$ cat config.mk
export PLATFORM = sky130hd
export DESIGN_NAME = alu_step_sequencer
export DESIGN_NICKNAME = d
export VERILOG_FILES = /design/src/rtl/alu_seq_pkg.sv /design/src/rtl/onehot_dec.sv /design/src/rtl/alu_step_sequencer.sv
export SDC_FILE = /design/constraint.sdc
export NUM_CORES = 1
export LEC_CHECK = 0
export ABC_AREA = 1
export CELL_PAD_IN_SITES_DETAIL_PLACEMENT = 1
export CELL_PAD_IN_SITES_GLOBAL_PLACEMENT = 1
export CORE_MARGIN = 5
export CORE_UTILIZATION = 40
export DETAILED_ROUTE_END_ITERATION = 7
export GPL_TIMING_DRIVEN = 0
export MAX_ROUTING_LAYER = met4
export PLACE_DENSITY = 0.87
export SYNTH_ARGS = -nofsm -noshare
export SYNTH_HDL_FRONTEND = slang
export SYNTH_SLANG_ARGS = --single-unit
export TNS_END_PERCENT = 5
$ cat constraint.sdc
create_clock -name Clock -period 6.1 [get_ports Clock]
set_input_delay 1.83 -clock Clock [delete_from_list [all_inputs] [get_ports Clock]]
set_output_delay 1.83 -clock Clock [all_outputs]
set_load 0.03 [all_outputs]
$ cat src/rtl/alu_seq_pkg.sv
// Shared encodings for the ALU step sequencer: op codes, FSM states,
// alu_ctl bit positions and the default ZLO bus-source position.
package alu_seq_pkg;

  typedef enum logic [2:0] {
    OP_ADD     = 3'd0,
    OP_AND     = 3'd1,
    OP_OR      = 3'd2,
    OP_NOT     = 3'd3,
    OP_SHR     = 3'd4,
    OP_SHRA    = 3'd5,
    OP_SHL     = 3'd6,
    OP_ILLEGAL = 3'd7
  } op_e;

  typedef enum logic [2:0] {
    S_IDLE,
    S_T_RB,
    S_T_RC,
    S_T_WB,
    S_DONE
  } state_e;

  localparam int ALU_CTL_W   = 7;
  localparam int ALU_NOT     = 0;
  localparam int ALU_OR      = 1;
  localparam int ALU_AND     = 2;
  localparam int ALU_SHR     = 3;
  localparam int ALU_SHRA    = 4;
  localparam int ALU_SHL     = 5;
  localparam int ALU_ADD     = 6;
  localparam int DEF_ZLO_SEL = 19;

  function automatic logic [ALU_CTL_W-1:0] alu_onehot(input logic [2:0] op);
    logic [ALU_CTL_W-1:0] v;
    v = '0;
    case (op)
      OP_ADD:  v[ALU_ADD]  = 1'b1;
      OP_AND:  v[ALU_AND]  = 1'b1;
      OP_OR:   v[ALU_OR]   = 1'b1;
      OP_NOT:  v[ALU_NOT]  = 1'b1;
      OP_SHR:  v[ALU_SHR]  = 1'b1;
      OP_SHRA: v[ALU_SHRA] = 1'b1;
      OP_SHL:  v[ALU_SHL]  = 1'b1;
      default: v = '0;
    endcase
    return v;
  endfunction

endpackage

$ cat src/rtl/onehot_dec.sv
// Index to one-hot decoder with enable; output is all zero when disabled
// or when the index lies outside the decoded width.
module onehot_dec #(
  parameter int WIDTH = 16,
  parameter int IDX_W = 4
) (
  input  logic [IDX_W-1:0] i_idx,
  input  logic             i_en,
  output logic [WIDTH-1:0] o_onehot
);

  always_comb begin
    o_onehot = '0;
    if (i_en) o_onehot = WIDTH'(1) << i_idx;
  end

endmodule

$ cat src/rtl/alu_step_sequencer.sv
// Steps the bus datapath through Rb->Y, Rc->ALU->Z, ZLO->Ra for one ALU op.
// Outputs are registered decodes of the state, so they trail the state by one cycle.
module alu_step_sequencer
  import alu_seq_pkg::*;
#(
  parameter int NUM_REGS = 16,
  parameter int SEL_W    = 32,
  parameter int ZLO_SEL  = DEF_ZLO_SEL,
  parameter int IDX_W    = $clog2(NUM_REGS)
) (
  input  logic                 Clock,
  input  logic                 Clear,
  input  logic                 start,
  input  logic [2:0]           op,
  input  logic [IDX_W-1:0]     ra,
  input  logic [IDX_W-1:0]     rb,
  input  logic [IDX_W-1:0]     rc,
  input  logic                 hold,
  output logic                 busy,
  output logic                 done,
  output logic                 err,
  output logic [SEL_W-1:0]     enc_sel,
  output logic [NUM_REGS-1:0]  reg_in,
  output logic                 Yin,
  output logic                 ZLOin,
  output logic [ALU_CTL_W-1:0] alu_ctl
);

  localparam int SEL_IW = $clog2(SEL_W);

  state_e               r_state;
  state_e               w_next;
  logic                 w_accept;
  logic                 w_reject;
  logic [2:0]           r_op;
  logic [IDX_W-1:0]     r_ra;
  logic [IDX_W-1:0]     r_rb;
  logic [IDX_W-1:0]     r_rc;

  logic [SEL_IW-1:0]    w_enc_idx;
  logic                 w_enc_en;
  logic                 w_reg_en;
  logic [SEL_W-1:0]     w_enc_sel;
  logic [NUM_REGS-1:0]  w_reg_in;
  logic [ALU_CTL_W-1:0] w_alu_ctl;

  logic                 r_busy;
  logic                 r_done;
  logic                 r_err;
  logic                 r_yin;
  logic                 r_zloin;
  logic [SEL_W-1:0]     r_enc_sel;
  logic [NUM_REGS-1:0]  r_reg_in;
  logic [ALU_CTL_W-1:0] r_alu_ctl;

  always_comb begin
    w_next   = r_state;
    w_accept = 1'b0;
    w_reject = 1'b0;
    case (r_state)
      S_IDLE: begin
        if (start) begin
          if (op == OP_ILLEGAL) begin
            w_reject = 1'b1;
          end else begin
            w_accept = 1'b1;
            w_next   = (op == OP_NOT) ? S_T_RC : S_T_RB;
          end
        end
      end
      S_T_RB:  w_next = S_T_RC;
      S_T_RC:  w_next = S_T_WB;
      S_T_WB:  w_next = S_DONE;
      S_DONE:  w_next = S_IDLE;
      default: w_next = S_IDLE;
    endcase
  end

  always_comb begin
    w_enc_idx = '0;
    w_enc_en  = 1'b0;
    w_reg_en  = 1'b0;
    w_alu_ctl = '0;
    case (r_state)
      S_T_RB: begin
        w_enc_idx = SEL_IW'(r_rb);
        w_enc_en  = 1'b1;
      end
      S_T_RC: begin
        w_enc_idx = SEL_IW'(r_rc);
        w_enc_en  = 1'b1;
        w_alu_ctl = alu_onehot(r_op);
      end
      S_T_WB: begin
        w_enc_idx = SEL_IW'(ZLO_SEL);
        w_enc_en  = 1'b1;
        w_reg_en  = 1'b1;
      end
      default: ;
    endcase
  end

  onehot_dec #(.WIDTH(SEL_W), .IDX_W(SEL_IW)) u_enc_dec (
    .i_idx    (w_enc_idx),
    .i_en     (w_enc_en),
    .o_onehot (w_enc_sel)
  );

  onehot_dec #(.WIDTH(NUM_REGS), .IDX_W(IDX_W)) u_reg_dec (
    .i_idx    (r_ra),
    .i_en     (w_reg_en),
    .o_onehot (w_reg_in)
  );

  // hold freezes every register, so state and outputs stay exactly as they are
  always_ff @(posedge Clock or posedge Clear) begin
    if (Clear) begin
      r_state   <= S_IDLE;
      r_op      <= '0;
      r_ra      <= '0;
      r_rb      <= '0;
      r_rc      <= '0;
      r_busy    <= 1'b0;
      r_done    <= 1'b0;
      r_err     <= 1'b0;
      r_yin     <= 1'b0;
      r_zloin   <= 1'b0;
      r_enc_sel <= '0;
      r_reg_in  <= '0;
      r_alu_ctl <= '0;
    end else if (!hold) begin
      r_state <= w_next;
      if (w_accept) begin
        r_op <= op;
        r_ra <= ra;
        r_rb <= rb;
        r_rc <= rc;
      end
      r_busy    <= (r_state != S_IDLE);
      r_done    <= (r_state == S_DONE);
      r_err     <= w_reject;
      r_yin     <= (r_state == S_T_RB);
      r_zloin   <= (r_state == S_T_RC);
      r_enc_sel <= w_enc_sel;
      r_reg_in  <= w_reg_in;
      r_alu_ctl <= w_alu_ctl;
    end
  end

  assign busy    = r_busy;
  assign done    = r_done;
  assign err     = r_err;
  assign Yin     = r_yin;
  assign ZLOin   = r_zloin;
  assign enc_sel = r_enc_sel;
  assign reg_in  = r_reg_in;
  assign alu_ctl = r_alu_ctl;

endmodule

==> results of run 1 <==
-- cell families (layout without fill, tap and decap cells) --
logic type	after synthesis	in the layout	share of synthesized area
buffers and inverters	50	144	0.06986
AO/OA/AOI/OAI	37	37	0.06872
AND/OR/NAND/NOR	186	186	0.2626
flip-flops	78	78	0.5988
-- synth_stat cells, drive strengths merged --
| master | instances | area [µm²] |
|---|---|---|
| inv | 36 | 137.6 |
| o22ai | 1 | 6.260 |
| or2 | 1 | 6.260 |
| buf | 8 | 67.56 |
| a21oi | 7 | 42.54 |
| nand2 | 115 | 444.2 |
| nor2 | 19 | 115.1 |
| o21ai | 29 | 175.2 |
| dfrtp | 78 | 1952 |
| clkbuf | 6 | 22.52 |
| nand3 | 37 | 202.7 |
| nand4 | 14 | 87.58 |
-- where the power goes --
group	leakage [nW]	switching, mW	total (mW)	internal, mW
sequential	1.04	0.0705	0.686	0.616
clock	0.0857	0.197	0.356	0.159
combinational	1.04	0.416	0.624	0.208
-- stage by stage --
step | util | setup WS, ns | cells
global route | 0.5396 | 2.788 | 550
detailed placement | 0.5179 | 2.790 | 534
global placement | 0.5142 | 1.111 | 533
floorplan | - | 2.275 | 351
finish | 0.5396 | 2.824 | 550
CTS | 0.5396 | 2.813 | 550
-- how the worst max path moves through the flow --
stage | slack (ns) | start | endpoint
3_5_place_dp | 2.79 | op[0] | r_rc[0]
2_1_floorplan | 2.27 | Clear | Yin
4_1_cts | 2.81 | reg_in[15] | reg_in[15]
3_3_place_gp | 1.11 | Clear | r_rc[2]
6_report | 2.82 | reg_in[15] | reg_in[15]
5_1_grt | 2.79 | reg_in[15] | reg_in[15]
-- state kept, by name (all words and copies together), names as in the netlist, 3 cells and up --
name,flops
r_state,3
alu_ctl,7
reg_in,16
enc_sel,32
r_rb,4
r_op,3
r_rc,4
r_ra,4
-- metal layers --
metal	share of wire	wire, µm	vias up
met3	0.045	397	14
met1	0.43	3852	1382
met5	0	0	-
met4	0.018	162	0
li1	-	-	1297
met2	0.50	4482	76
-- layout make-up --
cell class / instances / share of cell area
inverter: 36 / 0.03209
sequential: 78 / 0.4470
buffer: 14 / 0.02063
clock inverter: 5 / 0.007736
timing repair buffer: 78 / 0.1828
clock buffer: 11 / 0.03238
tap: 105 / 0.03009
multi-input combinational: 223 / 0.2473
==> results.md, run 1 <==
* Worst-Margin Slew at 0.5390 ns
* Reg-to-Reg Start: r_state[2]
* Die area at 0.01005 mm²
* GPL Wtd Cong at 0.8477
* Dpl hpwl at 6.586 mm
* Critical path buffers and inverters at 1
* Vias at 2769
* CTS HTree Levels at 3
* Area post-placement at 0.004192 mm²
* Final Hold Fails at 0
* Total power at 1.667 mW
* Row count at 33
* Fmax at 305.3 MHz
* CP Max Fanout at 2
* Worst vdd ir at 0.1732 mV
* Arr. time, crit path at 1.45 ns
* Antenna cells at 0
* Die W at 100.3 µm
* Routed WL at 8.895 mm
* Final setup fails at 0
* Nets at 459
* Maxcap violations at 0
* Startpoint types: register
* Initial antenna violation count at 0
* Remaining antenna violation count at 0
* Crit path required time at 4.27 ns
* Synthesized cell area at 0.003259 mm²
* Commonest non-fill, non-tap cell in the layout: nand2_1
* Final Slew Violations at 0
* Setup_tns at 0 ns
* Via density per instance at 5.035
* Worst-path clk slew at 0.09 ns
* Family with the most delay on the worst path: buffers and inverters
* Buffers on Ports at 77
* Mapped Nets at 370
* Critical path's slowest cell: clkdlybuf4s50_1
* GR Util met2 at 0.3272
* Total core area at 0.008093 mm²
* Commonest cells after routing, fill and taps aside: 110 x nand2_1, 78 x dfrtp_1, 77 x clkdlybuf4s50_1, 35 x nand3_1, 30 x inv_1
* GRT Max-Usage Layer: met2
* Crit path capture type: primary output
* Post-cts sizing count at 0
* R2R setup slack at 4.61 ns
* Hold path start: enc_sel[24]
* Gate Count Post-Synth at 351
* TritonRoute pass-1 iters at 4
* Synth warnings at 0
* Global-route usage over all layers at 0.1964
* Power Dens Cells at 381.7 mW/mm²
* FF+latch area at 0.001952 mm²
* Leak at 2.168 nW
* Largest net degree at the start of global routing at 69
* First-pass GRT wire length at 15.10 mm
* CP Depth at 1
* CTS Buffer Depth at 2
* Initial Util at 0.4028
* Area of the multi-input gates at 0.001080 mm²
* Syn_area_per_cell at 9.286 µm²
* Chip height at 100.3 µm
* Congestion Overflow GR at 0
* Num CTS Buffers at 9
* Final period utilization at 0.5370
* Fraction of layout cells with a size suffix above 1 at 0.1191
* Relative slew slack at 0.6407
* Post-Layout Inst Area at 0.004367 mm²
* Hold Path Class: register to register
* GRT met1 Usage at 0.2401
* Clock root cell: clkbuf_8
* Synth Register Bits at 78
* WHS Path Cells at 2
* Hold EP: enc_sel[24]
* Status: complete, no violations
* CTS tree: done
* Iter 0 DRT Violations at 109
* DR WL/cell at 16.17 µm
* # clock sinks at 78
* Hold Worst Slack at 0.4726 ns
* Clock Skew at 0.009651 ns
* Reg2Reg Depth at 7
* Routing usage on met3 at 0.02641
* Vias in the first global route at 3070
* Sequential share of the synthesized area at 0.5988
* IO Pins at 79
* Hold-fix buffers, CTS at 0
* Reg2Reg Capture Point: r_ra[0]
* Crit path cell chain: clkdlybuf4s50_1
* Postcts setup bufs at 0
* Yosys cell types at 25
* DRC errors left at 0
* RSZ-0062 raised after global routing: false
* FILL cells at 954
* Slowest Stage Delay on Critical Path at 0.70 ns
* Final worst path period need at 3.276 ns
* Clock Latency Late Sink at 0.36 ns
* CP Class: register to primary output
* Area delta synth->final at 33.97%
(Power assumes the default switching activity.)
==> inputs of run 2 (changes only) <==
- CORE_UTILIZATION: 40 -> 37
- PLACE_DENSITY: 0.87 -> 0.81
- clock period: 6.1 -> 3.2 ns (I/O delays scaled with it)
==> results.md, run 2 (synthesis results as in run 1) <==
* Hold Path Class: register to register (unchanged)
* CP Class: register to primary output (unchanged)
* Routed WL at 8.552 mm (was 8.895 mm)
* Final setup fails at 0 (unchanged)
* Worst vdd ir at 0.4022 mV (was 0.1732 mV)
* CTS HTree Levels at 3 (unchanged)
* CTS tree: done (unchanged)
* Largest register FFs at 32 (unchanged)
* Buffers on Ports at 77 (unchanged)
* Maxcap violations at 0 (unchanged)
* Clock Latency Late Sink at 0.35 ns (was 0.36 ns)
* Post-Layout Inst Area at 0.004370 mm² (was 0.004367 mm²)
* Initial Util at 0.3774 (was 0.4028)
* TritonRoute pass-1 iters at 4 (unchanged)
* Vias in the first global route at 2969 (was 3070)
* Iter 0 DRT Violations at 82 (was 109)
* Largest net degree at the start of global routing at 69 (unchanged)
* Critical Path Sink: enc_sel[14] (was reg_in[15])
* Total power at 3.154 mW (was 1.667 mW)
* Row count at 34 (was 33)
* Reg-to-Reg Start: r_state[1] (was r_state[2])
* Num CTS Buffers at 9 (unchanged)
* RSZ-0062 raised after global routing: false (unchanged)
* Initial antenna violation count at 0 (unchanged)
* Die W at 103.9 µm (was 100.3 µm)
* First-pass GRT wire length at 14.79 mm (was 15.10 mm)
* Remaining antenna violation count at 0 (unchanged)
* Clock Skew at 0.01374 ns (was 0.009651 ns)
* CP Max Fanout at 2 (unchanged)
* Area post-placement at 0.004195 mm² (was 0.004192 mm²)
* Postcts setup bufs at 0 (unchanged)
* Total core area at 0.008636 mm² (was 0.008093 mm²)
* Fmax at 419.8 MHz
* Clock root cell: clkbuf_8 (unchanged)
* Worst-Margin Slew at 0.5015 ns (was 0.5390 ns)
* Setup_tns at 0 ns (unchanged)
* Relative slew slack at 0.6656 (was 0.6407)
* Commonest non-fill, non-tap cell in the layout: nand2_1 (unchanged)
* Global-route usage over all layers at 0.1702 (was 0.1964)
* Final worst path period need at 2.382 ns
* Hold-fix buffers, CTS at 0 (unchanged)
* Fraction of layout cells with a size suffix above 1 at 0.1213 (was 0.1191)
* Final WS setup at 0.8178 ns (was 2.824 ns)
* Nets at 459 (unchanged)
* Area delta synth->final at 34.09% (was 33.97%)
* Status: complete, no violations (unchanged)
* Final Slew Violations at 0 (unchanged)
* Congestion Overflow GR at 0 (unchanged)
* Critical path startpoint: enc_sel[14] (was reg_in[15])
* Reg2Reg Depth at 8 (was 7)
* Antenna cells at 0 (unchanged)
* Slowest Stage Delay on Critical Path at 0.69 ns (was 0.70 ns)
* Worst-path clk slew at 0.08 ns (was 0.09 ns)
* Placement Setup Slack at 0.8219 ns (was 2.790 ns)
* DR WL/cell at 15.46 µm (was 16.17 µm)
* Crit path required time at 2.24 ns (was 4.27 ns)
* R2R setup slack at 1.68 ns (was 4.61 ns)
* Final period utilization at 0.7444
* Critical path's slowest cell: clkdlybuf4s50_1 (unchanged)
* Power Dens Cells at 721.6 mW/mm² (was 381.7 mW/mm²)
* Final core utilization at 0.5061 (was 0.5396)
* Reg2Reg Capture Point: r_ra[0] (unchanged)
* CTS Buffer Depth at 2 (unchanged)
* Commonest cells after routing, fill and taps aside: 110 x nand2_1, 78 x dfrtp_1, 77 x clkdlybuf4s50_1, 35 x nand3_1, 30 x inv_1 (unchanged)
* Critical path buffers and inverters at 1 (unchanged)
* Startpoint types: register (unchanged)
* Crit path cell chain: clkdlybuf4s50_1 (unchanged)
* GPL Wtd Cong at 0.7811 (was 0.8477)
* Finished Layout Cells at 553 (was 550)
* Family with the most delay on the worst path: buffers and inverters (unchanged)
* Arr. time, crit path at 1.42 ns (was 1.45 ns)
* Post-cts sizing count at 0 (unchanged)
* Vias at 2703 (was 2769)
* Hold Worst Slack at 0.4721 ns (was 0.4726 ns)
* # clock sinks at 78 (unchanged)
* Crit path capture type: primary output (unchanged)
* Die area at 0.01079 mm² (was 0.01005 mm²)
* Leak at 2.166 nW (was 2.168 nW)
* Final Hold Fails at 0 (unchanged)
* WHS Path Cells at 2 (unchanged)
* Chip height at 103.9 µm (was 100.3 µm)
* Dpl hpwl at 6.297 mm (was 6.586 mm)
* Placed Instances at 537 (was 534)
* CP Depth at 1 (unchanged)
* DRC errors left at 0 (unchanged)
* IO Pins at 79 (unchanged)
* Via density per instance at 4.888 (was 5.035)
run 2: cell count changes in the layout (fill, tap and decap cells not counted):
cell	delta
inv_6	-1
clkinv_2	+1
clkinvlp_4	+1
clkbuf_1	-1
run 2: cell type report:
cell class,count,area [µm²]
sequential,78,1952
clock buffer,10,137.6
tap,108,135.1
timing repair buffer,78,798.3
fill,1017,4265
inverter,36,140.1
buffer,14,90.09
clock inverter,6,37.54
multi-input combinational,223,1080
run 2: how the worst min path moves through the flow:
stage	from	endpoint
after floorplan	r_rc[2]	r_rc[2]
after global placement	enc_sel[22]	enc_sel[22]
after detailed placement	enc_sel[23]	enc_sel[23]
after CTS	enc_sel[23]	enc_sel[23]
after global routing	enc_sel[18]	enc_sel[18]
final	enc_sel[18]	enc_sel[18]
run 2: worst reg2reg max path: cells and delay by family, from the launching register on:
| family | cells | cell delay (ns) |
|---|---|---|
| flops | 1 | 0.39 |
| buf+inv | 2 | 0.32 |
| simple gates | 5 | 0.67 |
| compound gates | 1 | 0.05 |
run 2: layer usage:
layer,up-vias,part of all wire,GRT usage
met5,-,0,-
met2,59,0.48,0.2741
met1,1332,0.47,0.2170
met3,10,0.031,0.02917
li1,1302,-,-
met4,0,0.015,0.06105
run 2: report_power, final:
| group | switching [mW] | leakage (nW) | total (mW) | internal, mW |
|---|---|---|---|---|
| Clock | 0.362 | 0.0841 | 0.660 | 0.298 |
| Combinational | 0.788 | 1.04 | 1.19 | 0.397 |
| Sequential | 0.134 | 1.04 | 1.31 | 1.17 |
